===== src/rtl/fb_pixel_writer_if.sv =====
// ---------------------------------------------------------------------------
// fb_pixel_writer_if
//
// Purpose: memory write-request bus between the framebuffer pixel writer and
// the framebuffer memory. One request is transferred on every rising clock
// edge where mem_valid and mem_ready are both high.
//
// Signals:
//   mem_valid  request valid (driven by the writer)
//   mem_ready  memory accepts the request this cycle (driven by the memory)
//   mem_addr   17-bit pixel word address
//   mem_data   16-bit RGB565 pixel word
//
// Modports:
//   master  the pixel writer (drives valid/addr/data, samples ready)
//   slave   the memory side (samples valid/addr/data, drives ready)
// ---------------------------------------------------------------------------
interface fb_pixel_writer_if;
  logic        mem_valid;
  logic        mem_ready;
  logic [16:0] mem_addr;
  logic [15:0] mem_data;

  modport master (
    output mem_valid,
    output mem_addr,
    output mem_data,
    input  mem_ready
  );

  modport slave (
    input  mem_valid,
    input  mem_addr,
    input  mem_data,
    output mem_ready
  );
endinterface


===== src/rtl/fb_pixel_writer.sv =====
// ---------------------------------------------------------------------------
// fb_pixel_writer
//
// Purpose: accepts pixel strobes from a raster stage (no upstream
// backpressure), converts each pixel into a framebuffer word address and an
// RGB565 data word, buffers them in a small FIFO and issues them as memory
// write requests over a valid/ready bus. Pixels arriving while the FIFO is
// full (with no same-cycle pop) are dropped and flagged with a sticky
// overflow bit.
//
// Parameters:
//   FB_WIDTH    framebuffer row pitch in pixels
//   FB_HEIGHT   framebuffer rows (only used by the optional bounds check)
//   FIFO_DEPTH  pixel FIFO entries, power of two in 4..64
//
// Ports:
//   i_clk              sole clock, rising edge
//   i_reset            synchronous active-high reset
//   i_write_pixel      pixel strobe
//   i_x, i_y           signed pixel column / row
//   i_color_r/g/b      8-bit colour components
//   mem                memory write bus (master side)
//   o_level            FIFO occupancy (output register not included)
//   o_idle             FIFO empty and no request outstanding
//   o_overflow         sticky: at least one pixel dropped
//   i_clear_overflow   clears o_overflow (a same-cycle drop wins)
//   o_clip_count       pixels discarded by the bounds check
//
// Configuration:
//   FB_PIXEL_WRITER_BOUNDS_CHECK_EN  when defined, pixels outside
//   [0,FB_WIDTH) x [0,FB_HEIGHT) are discarded and counted in o_clip_count
//   (saturating). When undefined every pixel is written with a wrapped
//   17-bit address and o_clip_count is tied to zero.
// ---------------------------------------------------------------------------
module fb_pixel_writer #(
  parameter int FB_WIDTH   = 320,
  parameter int FB_HEIGHT  = 240,
  parameter int FIFO_DEPTH = 16
) (
  input  logic                i_clk,
  input  logic                i_reset,
  input  logic                i_write_pixel,
  input  logic signed [15:0]  i_x,
  input  logic signed [15:0]  i_y,
  input  logic [7:0]          i_color_r,
  input  logic [7:0]          i_color_g,
  input  logic [7:0]          i_color_b,
  fb_pixel_writer_if.master   mem,
  output logic [6:0]          o_level,
  output logic                o_idle,
  output logic                o_overflow,
  input  logic                i_clear_overflow,
  output logic [15:0]         o_clip_count
);

  localparam int PTR_W = $clog2(FIFO_DEPTH);

  typedef enum logic {
    OUT_EMPTY,
    OUT_VALID
  } out_state_t;

  out_state_t         state;
  out_state_t         state_next;

  logic signed [31:0] full_addr;
  logic [16:0]        push_addr;
  logic [15:0]        push_data;
  logic               in_bounds;

  logic [32:0]        fifo_mem [FIFO_DEPTH];
  logic [PTR_W-1:0]   wr_ptr;
  logic [PTR_W-1:0]   rd_ptr;
  logic [6:0]         count;
  logic               fifo_empty;
  logic               fifo_full;
  logic               push;
  logic               pop;
  logic               drop;
  logic [32:0]        head;

  logic               out_valid;
  logic [16:0]        out_addr;
  logic [15:0]        out_data;

  // Pixel formatting. The address is computed in 32-bit signed arithmetic and
  // then truncated, so negative or oversized coordinates wrap modulo 2^17.
  always_comb begin
    full_addr = 32'(i_y) * FB_WIDTH + 32'(i_x);
  end

  assign push_addr = full_addr[16:0];
  assign push_data = {i_color_r[7:3], i_color_g[7:2], i_color_b[7:3]};

  // Colour LSBs and the upper address bits are discarded by construction.
  logic unused_bits;
  assign unused_bits = ^{full_addr[31:17], i_color_r[2:0], i_color_g[1:0], i_color_b[2:0]};

`ifdef FB_PIXEL_WRITER_BOUNDS_CHECK_EN
  logic [15:0] clip_count;

  assign in_bounds = (32'(i_x) >= 0) && (32'(i_x) < FB_WIDTH) &&
                     (32'(i_y) >= 0) && (32'(i_y) < FB_HEIGHT);

  // Clipped pixels never reach the FIFO, so they cannot cause an overflow;
  // they are only counted, and the count sticks at its maximum.
  always_ff @(posedge i_clk) begin
    if (i_reset) begin
      clip_count <= 16'd0;
    end else if (i_write_pixel && !in_bounds && (clip_count != 16'hFFFF)) begin
      clip_count <= clip_count + 16'd1;
    end
  end

  assign o_clip_count = clip_count;
`else
  assign in_bounds    = 1'b1;
  assign o_clip_count = 16'd0;

  // The row count only matters when bounds checking is compiled in.
  logic unused_config;
  assign unused_config = (FB_HEIGHT > 0);
`endif

  assign fifo_empty = (count == 7'd0);
  assign fifo_full  = (count == 7'(FIFO_DEPTH));
  assign head       = fifo_mem[rd_ptr];

  // A full FIFO still accepts a pixel when the output stage pops the head in
  // the same cycle, so the slot being vacated is reused immediately.
  assign push = i_write_pixel && in_bounds && (!fifo_full || pop);
  assign drop = i_write_pixel && in_bounds && fifo_full && !pop;

  // FIFO storage; contents need no reset because the pointers define validity.
  always_ff @(posedge i_clk) begin
    if (push) begin
      fifo_mem[wr_ptr] <= {push_addr, push_data};
    end
  end

  // FIFO pointers and occupancy. Push and pop together leave the count alone.
  always_ff @(posedge i_clk) begin
    if (i_reset) begin
      wr_ptr <= '0;
      rd_ptr <= '0;
      count  <= 7'd0;
    end else begin
      if (push) begin
        wr_ptr <= wr_ptr + 1'b1;
      end
      if (pop) begin
        rd_ptr <= rd_ptr + 1'b1;
      end
      unique case ({push, pop})
        2'b10:   count <= count + 7'd1;
        2'b01:   count <= count - 7'd1;
        default: count <= count;
      endcase
    end
  end

  // Output stage state register.
  always_ff @(posedge i_clk) begin
    if (i_reset) begin
      state <= OUT_EMPTY;
    end else begin
      state <= state_next;
    end
  end

  // Output stage next-state logic. A completed handshake with data waiting
  // reloads the output register and stays valid, giving one request per cycle.
  always_comb begin
    state_next = state;
    unique case (state)
      OUT_EMPTY: begin
        if (!fifo_empty) begin
          state_next = OUT_VALID;
        end
      end
      OUT_VALID: begin
        if (mem.mem_ready && fifo_empty) begin
          state_next = OUT_EMPTY;
        end
      end
      default: state_next = OUT_EMPTY;
    endcase
  end

  // Output stage outputs. The head is popped whenever the output register is
  // free or is being consumed this cycle; a stalled request blocks popping.
  always_comb begin
    out_valid = 1'b0;
    pop       = 1'b0;
    unique case (state)
      OUT_EMPTY: begin
        pop = !fifo_empty;
      end
      OUT_VALID: begin
        out_valid = 1'b1;
        pop       = !fifo_empty && mem.mem_ready;
      end
      default: begin
        out_valid = 1'b0;
        pop       = 1'b0;
      end
    endcase
  end

  // Output request register; only changes on a pop, so a stalled request
  // keeps its address and data stable.
  always_ff @(posedge i_clk) begin
    if (i_reset) begin
      out_addr <= 17'd0;
      out_data <= 16'd0;
    end else if (pop) begin
      out_addr <= head[32:16];
      out_data <= head[15:0];
    end
  end

  // Sticky overflow flag; a drop in the same cycle as a clear wins.
  always_ff @(posedge i_clk) begin
    if (i_reset) begin
      o_overflow <= 1'b0;
    end else if (drop) begin
      o_overflow <= 1'b1;
    end else if (i_clear_overflow) begin
      o_overflow <= 1'b0;
    end
  end

  assign mem.mem_valid = out_valid;
  assign mem.mem_addr  = out_addr;
  assign mem.mem_data  = out_data;
  assign o_level       = count;
  assign o_idle        = fifo_empty && !out_valid;

endmodule


===== src/flat_wrapper.sv =====
// flat-port wrapper written by rule: the top's interface ports become plain ports
module fb_pixel_writer_flat 
#(
  parameter int FB_WIDTH   = 320,
  parameter int FB_HEIGHT  = 240,
  parameter int FIFO_DEPTH = 16
)
  (i_clk, i_reset, i_write_pixel, i_x, i_y, i_color_r, i_color_g, i_color_b, o_level, o_idle, o_overflow, i_clear_overflow, o_clip_count, mem_mem_valid, mem_mem_addr, mem_mem_data, mem_mem_ready);
  fb_pixel_writer_if mem_i ();
  input  logic i_clk;
  input  logic i_reset;
  input  logic i_write_pixel;
  input  logic signed [15:0] i_x;
  input  logic signed [15:0] i_y;
  input  logic [7:0] i_color_r;
  input  logic [7:0] i_color_g;
  input  logic [7:0] i_color_b;
  output logic [6:0] o_level;
  output logic o_idle;
  output logic o_overflow;
  input  logic i_clear_overflow;
  output logic [15:0] o_clip_count;
  output wire logic [$bits(mem_i.mem_valid)-1:0] mem_mem_valid;
  output wire logic [$bits(mem_i.mem_addr)-1:0] mem_mem_addr;
  output wire logic [$bits(mem_i.mem_data)-1:0] mem_mem_data;
  input wire logic [$bits(mem_i.mem_ready)-1:0] mem_mem_ready;
  assign mem_mem_valid = mem_i.mem_valid;
  assign mem_mem_addr = mem_i.mem_addr;
  assign mem_mem_data = mem_i.mem_data;
  assign mem_i.mem_ready = mem_mem_ready;
  fb_pixel_writer #(.FB_WIDTH(FB_WIDTH), .FB_HEIGHT(FB_HEIGHT), .FIFO_DEPTH(FIFO_DEPTH)) u_core (.i_clk(i_clk), .i_reset(i_reset), .i_write_pixel(i_write_pixel), .i_x(i_x), .i_y(i_y), .i_color_r(i_color_r), .i_color_g(i_color_g), .i_color_b(i_color_b), .mem(mem_i), .o_level(o_level), .o_idle(o_idle), .o_overflow(o_overflow), .i_clear_overflow(i_clear_overflow), .o_clip_count(o_clip_count));
endmodule

===== config.mk =====
export PLATFORM = sky130hd
export DESIGN_NAME = fb_pixel_writer_flat
export DESIGN_NICKNAME = d
export VERILOG_FILES = /design/src/rtl/fb_pixel_writer_if.sv /design/src/rtl/fb_pixel_writer.sv /design/src/flat_wrapper.sv
export SDC_FILE = /design/constraint.sdc
export NUM_CORES = 1
export LEC_CHECK = 0
export ABC_CLOCK_PERIOD_IN_PS = 8700
export BUFFER_PORTS_ARGS = -buffer_cell sky130_fd_sc_hd__buf_2
export CAP_MARGIN = 20
export CORE_MARGIN = 2
export CORE_UTILIZATION = 45
export DETAILED_ROUTE_END_ITERATION = 10
export PLACE_DENSITY_LB_ADDON = 0.25
export SLEW_MARGIN = 40
export SYNTH_ARGS = -nofsm -noshare
export SYNTH_HDL_FRONTEND = slang
export SYNTH_SLANG_ARGS = --single-unit
export TNS_END_PERCENT = 10

===== constraint.sdc =====
create_clock -name i_clk -period 8.7 [get_ports i_clk]
set_input_delay 1.74 -clock i_clk [delete_from_list [all_inputs] [get_ports i_clk]]
set_output_delay 1.74 -clock i_clk [all_outputs]
set_load 0.03 [all_outputs]

; ---- Word level (Yosys, flattened, before mapping)
; Memories as Yosys holds them, arrays and structs flattened. A register that Yosys moved wholly into a read port is not among the register bits.
; Cells that the tools add are included.
[op_classes]
n_addsub = 5
mul = 1
eq_ne = 3
muxes = 10
n_bitwise = 1
reduce_logical = 14
[op_table]
columns = operator, count
row1 = adder 17 x 16 -> 17 bit, 1
row2 = "multiplier 16 x 4 -> 11 bit, second input constant", 1
row3 = case mux 7 bit (2 select lines), 1
row4 = "adder 4 x 1 -> 4 bit, second input constant", 2
row5 = "adder 7 x 1 -> 7 bit, second input constant", 1
row6 = "== test 7 x 5 -> 1 bit, second input constant", 1
row7 = zero test 7 bit, 1
row8 = two-way mux 1 bit, 7
row9 = "subtractor 7 x 1 -> 7 bit, second input constant", 1
row10 = logical AND 1 bit, 6
row11 = zero test 1 bit, 4
row12 = case mux 1 bit (2 select lines), 2
row13 = nonzero test 2 bit, 2
row14 = "== test 2 x 1 -> 1 bit, second input constant", 1
row15 = "== test 2 bit, second input constant", 1
row16 = logical OR 1 bit, 1
row17 = inverter 1 bit, 1
[totals]
register_bits = 17
ramBits = 528
in_bits = 61
out_inout_bits = 59
elab_cells = 40
mem_count = 1
[memory_table]
columns = memory, depth, word_bits, rd, rd_ports_with_merged_regs, write_ports, line
row1 = u_core.fifo_mem, 16, 33, 1, 1, 1, fb_pixel_writer.sv:71  ; logic [32:0] fifo_mem [FIFO_DEPTH];

; ---- Logic depth before layout (Yosys ltp)
; Gate-level depths: netlist of run 1.
[depth]
depth_word = 8
depth_mapped = 14
depth_no_buf = 13

; ---- Worst setup path before layout of run 1
; OpenSTA, ideal clock, no wires.
[synth_timing]
kind = input -> register
start = input mem_mem_ready
end = memory u_core.fifo_mem[3][0] (enable)
setup_ps = 464
t_arrival_ps = 4715
slack_ps = 3521
stages = 6
n_path_buf = 1
path_cell_list = nor2b_1 -> nand4_1 -> and2_1 -> clkbuf_1 -> nand2_1 -> nor3_1
[synth_between]
elab_chain_cells = 6
[synth_lines]
columns = element, line
row1 = "start, declared", flat_wrapper.sv:26  ; input wire logic [$bits(mem_i.mem_ready)-1:0] mem_mem_ready;
row2 = logical AND 1 bit, fb_pixel_writer.sv:201  ; pop = !fifo_empty && mem.mem_ready;
row3 = case mux 1 bit (2 select lines), fb_pixel_writer.sv:195  ; unique case (state)
row4 = logical OR 1 bit, fb_pixel_writer.sv:131  ; assign push = i_write_pixel && in_bounds && (!fifo_full || pop);
row5 = logical AND 1 bit, fb_pixel_writer.sv:131
row6 = two-way mux 1 bit, fb_pixel_writer.sv:136  ; if (push) begin
row7 = two-way mux 1 bit (implied by the code), fb_pixel_writer.sv:137  ; fifo_mem[wr_ptr] <= {push_addr, push_data};
row8 = "end, declared", fb_pixel_writer.sv:71
; No other way between the ends.

; ---- Worst setup path in the final report of run 1
[layout_timing]
start = input i_y[1]
end = memory u_core.fifo_mem[0][32] (data pin)
[layout_between]
elab_chain_cells = 2
[layout_lines]
columns = element, line
row1 = "start, declared", flat_wrapper.sv:14  ; input logic signed [15:0] i_y;
row2 = multiplier 16 x 4 -> 11 bit, fb_pixel_writer.sv:89  ; full_addr = 32'(i_y) * FB_WIDTH + 32'(i_x);
row3 = adder 17 x 16 -> 17 bit, fb_pixel_writer.sv:89
row4 = via u_core.full_addr[16], fb_pixel_writer.sv:66  ; logic signed [31:0] full_addr;
; The timed path passes the listed nets, and every way through them passes these cells.

==> impl_metrics.toml, run 1 <==
[run_status]
run_status = "complete, no violations"

[drt]
num_vias = 10800
via_per_inst = 5.52
drt_iter0_markers = 1060
post-route-drc-count = 0
routed_wl_um = 47900
drt-wirelength-per-cell_um = 24.4
ant_nets = 0
dr.pass1.iters = 7

[global_route]
antenna_found_initial = 1
grt_max_degree = 73
track_usage_pct = 18.3
grt_pass1_vias = 10800
grt_pass1_wl_um = 70600
overflow = 0

[synthesis]
ys_warn_count = 0
yosys.area.top_type = "edfxtp_1"
yosys-top-cells-area = "edfxtp_1 (69%), mux4_2 (16%), dfxtp_1 (4.4%)"
synth_cells = 1120
ys_ff_latch = 578
ys_seq_area_share_pct = 73.6
yosysUniqueCellTypes = 47
synthesis.area_sq_um = 22900
synth-main-ff-cell = "edfxtp_1"
synth_top_area_share_pct = 69.2
avgSynthCellArea_sq_um = 20.5
synth-async-reset-ratio_pct = 0
synth_edf_count = 528

[hold_path]
hold_path_startpoint = "u_core.mem.mem_addr[1]"
hold_end = "u_core.mem.mem_addr[1]"
hold_depth = 2
holdCritPathClass = "reg2reg"

[clocking]
htree_levels = 2
ctsResizeCount = 0
cts_buffers = 56
hold_buffers = 0
insertion_delay_ns = 0.62
cts_setup_buffers = 0
cts_tree = "done"
clk_path_buf_depth = 3
cts-root-buf = "clkbuf_16"
cts.sinks = 578
clkTransAtPathRegs_ns = 0.06

[setup_path]
arrival_ns = 4.75
cp_top_family = "adder cells"
r2r_start = "u_core.rd_ptr[0]"
worst_r2r_endpoint = "u_core.mem.mem_addr[13]"
max_stage_delay_ns = 0.53
cp-end-kind = "flop"
crit_path_start = "i_y[1]"
crit_chain = "buf_2, ha_1, ha_1, fa_1, a21o_1, a21oi_1, o21bai_1, a21oi_1, xnor2_1, ha_1, nor2_1, nor2_1, o41ai_1, xnor2_2"
cp_data_required_time_ns = 9.03
r2r_cells = 6
start_kind = "primary input"
reg2reg_slack_ns = 5.24
crit_cells = 14
cpMostUsedCell = "ha_1"
path_max_fanout = 16
path_class = "in2reg"
critPathBufInv = 1
slowest_stage = "xnor2_2"

[timing]
hold_viol = 0
max_slew.worst_pin.slew_ns = 0.777
slew_headroom_pct = 48.2
timing.final.crit_share_pct = 50.9
rsz0062_at_grt = "no"
fin_crit_ns = 4.43
fmaxAchievable_mhz = 226
finalSetupTns_ns = 0
skew_ns = 0.0240
setup_viol = 0
whs_ns = 0.440
drv_slew = 0

[die]
ios = 120
initial_core_util_pct = 45.7
rows = 82
die-area_sq_um = 52700
die_y_um = 230
core_area_sq_um = 50200
die_w_um = 230

[run]
drv_cap = 0

[place]
gp_congestion = 0.757
io_buffers = 90
dpl.hpwl_um = 24100

[finish]
multi_input_area_sq_um = 5700
nets = 1345
final_common_cell = "edfxtp_1"
ff_latch_area_sq_um = 16900
syn_to_final_growth_pct = 14.1
antenna_cells = 0
drive_gt1_share_pct = 30.8
nFillCells = 3933
final_core_util_pct = 52.1
layout_common_cells = "edfxtp_1 (528), mux4_2 (165), buf_2 (90)"

[power]
power.density_nw_per_um2 = 301
p_leak_nw = 8.49
irDropWorstVdd_mv = 0.156
power_mw = 7.86
[layer usage]
layer	GRT usage, %	wire [um]	up-vias
met5	0	0	-
met4	4.99	870	0
met3	2.64	2490	57
met2	29.9	23300	296
met1	26.0	21200	5749
li1	-	-	4729
[synthesized netlist by cell type (all sizes together), types with 2 or more instances]
| cell type | instances |
|---|---|
| nand2b | 5 |
| mux4 | 165 |
| o21ai | 40 |
| xor2 | 7 |
| o21a | 5 |
| ha | 37 |
| nor3 | 8 |
| a21o | 4 |
| nor2b | 9 |
| nand2 | 45 |
| edfxtp | 528 |
| nor2 | 43 |
| dfxtp | 50 |
| clkbuf | 28 |
| a21oi | 15 |
| nor4 | 2 |
| clkinv | 30 |
| inv | 16 |
| buf | 38 |
| xnor2 | 19 |
| nand4 | 3 |
| fa | 3 |
[power by group]
group	total (mW)	leakage [nW]	switching, mW	internal, mW
registers	3.42	5.18	0.121	3.30
logic	1.97	2.41	1.10	0.869
clock network	2.46	0.903	1.01	1.46
total	7.86	8.49	2.23	5.63
[state kept, by name, summed over array words and instances (netlist names)]
| signal | cells |
|---|---|
| u_core.wr_ptr | 4 |
| u_core.mem.mem_data | 16 |
| u_core.rd_ptr | 4 |
| u_core.o_level | 7 |
| u_core.o_overflow | 1 |
| u_core.mem.mem_addr | 17 |
| u_core.fifo_mem | 528 |
| u_core.state | 1 |
[area by class of cell]
cell class / count / share of cell area (%)
multi-input combinational: 445 / 21.8
tap: 672 / 3.22
sequential: 578 / 64.5
inverter: 46 / 0.661
clock buffer: 81 / 5.99
timing repair buffer: 117 / 2.62
clock inverter: 24 / 1.17
[kinds of logic after synthesis]
kind of cell    count (synthesis)  share of synthesized area, %
flops                         578                          73.6
mux                           166                          16.3
simple gates                  124                          2.43
buf+inv                       112                          2.62
compound gates                 73                          1.84
fa+ha+maj                      40                          2.28
xor+xnor                       26                         0.994
other cells                     1                        0.0164
[stage by stage]
| step | area (sq um) | instances | setup WS (ns) |
|---|---|---|---|
| after global routing | 26100 | 1963 | 3.95 |
| final | 26100 | 1963 | 4.27 |
| after CTS | 26100 | 1963 | 4.28 |
| after floorplan | 23000 | 1135 | 3.52 |
| after global placement | 24200 | 1856 | 3.32 |
| after detailed placement | 24300 | 1858 | 3.62 |
[worst max path at each step]
stage                                        end  slack (ns)
after floorplan            u_core.fifo_mem[3][0]        3.52
after global placement    u_core.fifo_mem[0][32]        3.32
after detailed placement  u_core.fifo_mem[0][32]        3.62
after CTS                 u_core.fifo_mem[0][32]        4.28
after global routing      u_core.fifo_mem[0][32]        3.95
final                     u_core.fifo_mem[0][32]        4.27
[worst min-delay path: cells and delay by family (launching register included)]
family	cells	cell delay [ns]
AND/OR/NAND/NOR	1	0.05
flip-flops	1	0.31
AO/OA/AOI/OAI	1	0.05
Power figures use the tool's default switching activity.
==> run 2, diff against run 1 <==
- ABC_CLOCK_PERIOD_IN_PS: 8700 -> 3610
- clock period: 8.7 -> 3.61 ns (I/O delays scaled with it)
==> impl_metrics.toml, run 2 (synthesis results as in run 1) <==
[timing]
max_slew.worst_pin.slew_ns = 0.778
finalSetupTns_ns = 0
skew_ns = 0.0184
fin_crit_ns = 3.21
drv_slew = 0
timing.final.crit_share_pct = 88.9
slew_headroom_pct = 48.1
setup_viol = 0
fmaxAchievable_mhz = 312
rsz0062_at_grt = "no"
hold_viol = 0

[clocking]
cts.sinks = 578
cts_setup_buffers = 0
clk_path_buf_depth = 3
insertion_delay_ns = 0.61
cts-root-buf = "clkbuf_16"
hold_buffers = 0
ctsResizeCount = 0
clkTransAtPathRegs_ns = 0.06
cts_buffers = 57
cts_tree = "done"
htree_levels = 2

[global_route]
track_usage_pct = 17.9
grt_max_degree = 60
grt_pass1_vias = 11100
grt_pass1_wl_um = 70000
overflow = 0
antenna_found_initial = 2

[setup_path]
slowest_stage = "fa_1"
crit_chain = "buf_2, ha_1, ha_1, fa_1, a21o_1, a21oi_1, o21bai_1, a21oi_1, xnor2_1, ha_1, o41ai_1, xnor2_1, buf_4"
cp-end-kind = "flop"
critPathBufInv = 2
cp_top_family = "adder cells"
arrival_ns = 3.55
start_kind = "primary input"
cpMostUsedCell = "ha_1"
cp_data_required_time_ns = 3.95
max_stage_delay_ns = 0.46
path_class = "in2reg"
path_max_fanout = 16

[drt]
via_per_inst = 5.44
drt-wirelength-per-cell_um = 23.1
dr.pass1.iters = 7
post-route-drc-count = 0
routed_wl_um = 46300
drt_iter0_markers = 980
ant_nets = 0
num_vias = 10900

[finish]
drive_gt1_share_pct = 32.3
final_core_util_pct = 52.5
final_common_cell = "edfxtp_1"
syn_to_final_growth_pct = 15.0
layout_common_cells = "edfxtp_1 (528), mux4_2 (165), buf_2 (90)"
nets = 1386
largest_register_ffs = 528
largest-register = "u_core.fifo_mem"

[power]
p_leak_nw = 8.63
irDropWorstVdd_mv = 0.598
power.density_nw_per_um2 = 710

[die]
ios = 120
die-area_sq_um = 52700
die_y_um = 230
die_w_um = 230
initial_core_util_pct = 45.7
rows = 82
core_area_sq_um = 50200

[run_status]
run_status = "complete, no violations"

[hold_path]
holdCritPathClass = "in2reg"

[run]
drv_cap = 0

[place]
gp_congestion = 0.706
dpl.hpwl_um = 25600
io_buffers = 90
## run 2: cell count changes in the layout (fill, tap and decap cells not counted), moves of 2 or more
| cell | delta |
|---|---|
| buf_12 | +6 |
| clkinv_1 | +8 |
| bufinv_16 | -4 |
| xnor2_2 | -6 |
| clkbuf_1 | -8 |
| xnor2_1 | +6 |
| clkinv_2 | +3 |
| buf_4 | +36 |
| buf_6 | -2 |
| clkbuf_8 | -2 |
| clkinv_4 | +2 |
## run 2: worst paths after layout
kind	startpoint	to	slack (ns)	depth (start not counted)
setup reg to reg	u_core.o_level[0]	u_core.o_level[4]	0.45	10
setup / recovery	i_y[1]	u_core.fifo_mem[10][32]	0.40	13
hold / removal	i_write_pixel	u_core.o_overflow	0.38	3
hold reg to reg	u_core.mem.mem_addr[0]	u_core.mem.mem_addr[0]	0.44	2
## run 2: cell type report
class | count | area [sq um]
Sequential cell | 578 | 16900
Clock inverter | 32 | 244
Fill cell | 3855 | 23800
Inverter | 46 | 173
Multi-Input combinational cell | 445 | 5660
Timing Repair Buffer | 157 | 1050
Tap cell | 672 | 841
Clock buffer | 71 | 1510
Antenna cell | 1 | 2.50
## run 2: layer usage
layer | track usage (%) | up-vias | part of all wire (%)
li1 | - | 4822 | -
met1 | 24.8 | 5728 | 43
met2 | 29.9 | 276 | 50
met3 | 2.99 | 71 | 4.7
met4 | 4.81 | 2 | 2.0
met5 | 0 | - | 0.035
## run 2: metrics by stage
step	hold slack (ns)	std cells	area (sq um)	worst slack (ns)	power [mW]
2_1_floorplan	0.554	1135	23000	-0.518	12.0
3_3_place_gp	0.429	1898	24600	-0.216	13.3
3_5_place_dp	0.436	1898	24600	-0.271	13.4
4_1_cts	0.346	2001	26300	0.388	19.0
5_1_grt	0.394	2002	26400	0.160	19.6
6_report	0.378	2002	26400	0.400	18.7
## run 2: where the power goes
part           switching [mW]  total, mW  internal, mW
registers               0.251       8.20          7.95
logic                    2.69       4.91          2.22
clock network            2.44       5.61          3.17
## run 2: worst reg2reg max path, cell delays in order, from the launching register on
cell     delay [ns]
dfxtp_1        0.43
nor4_1         0.11
and3b_1        0.22
nor2_1         0.50
ha_1           0.35
ha_1           0.28
nor2b_1        0.16
o21a_1         0.20
o21ai_0        0.24
or3b_2         0.46
a21oi_1        0.14
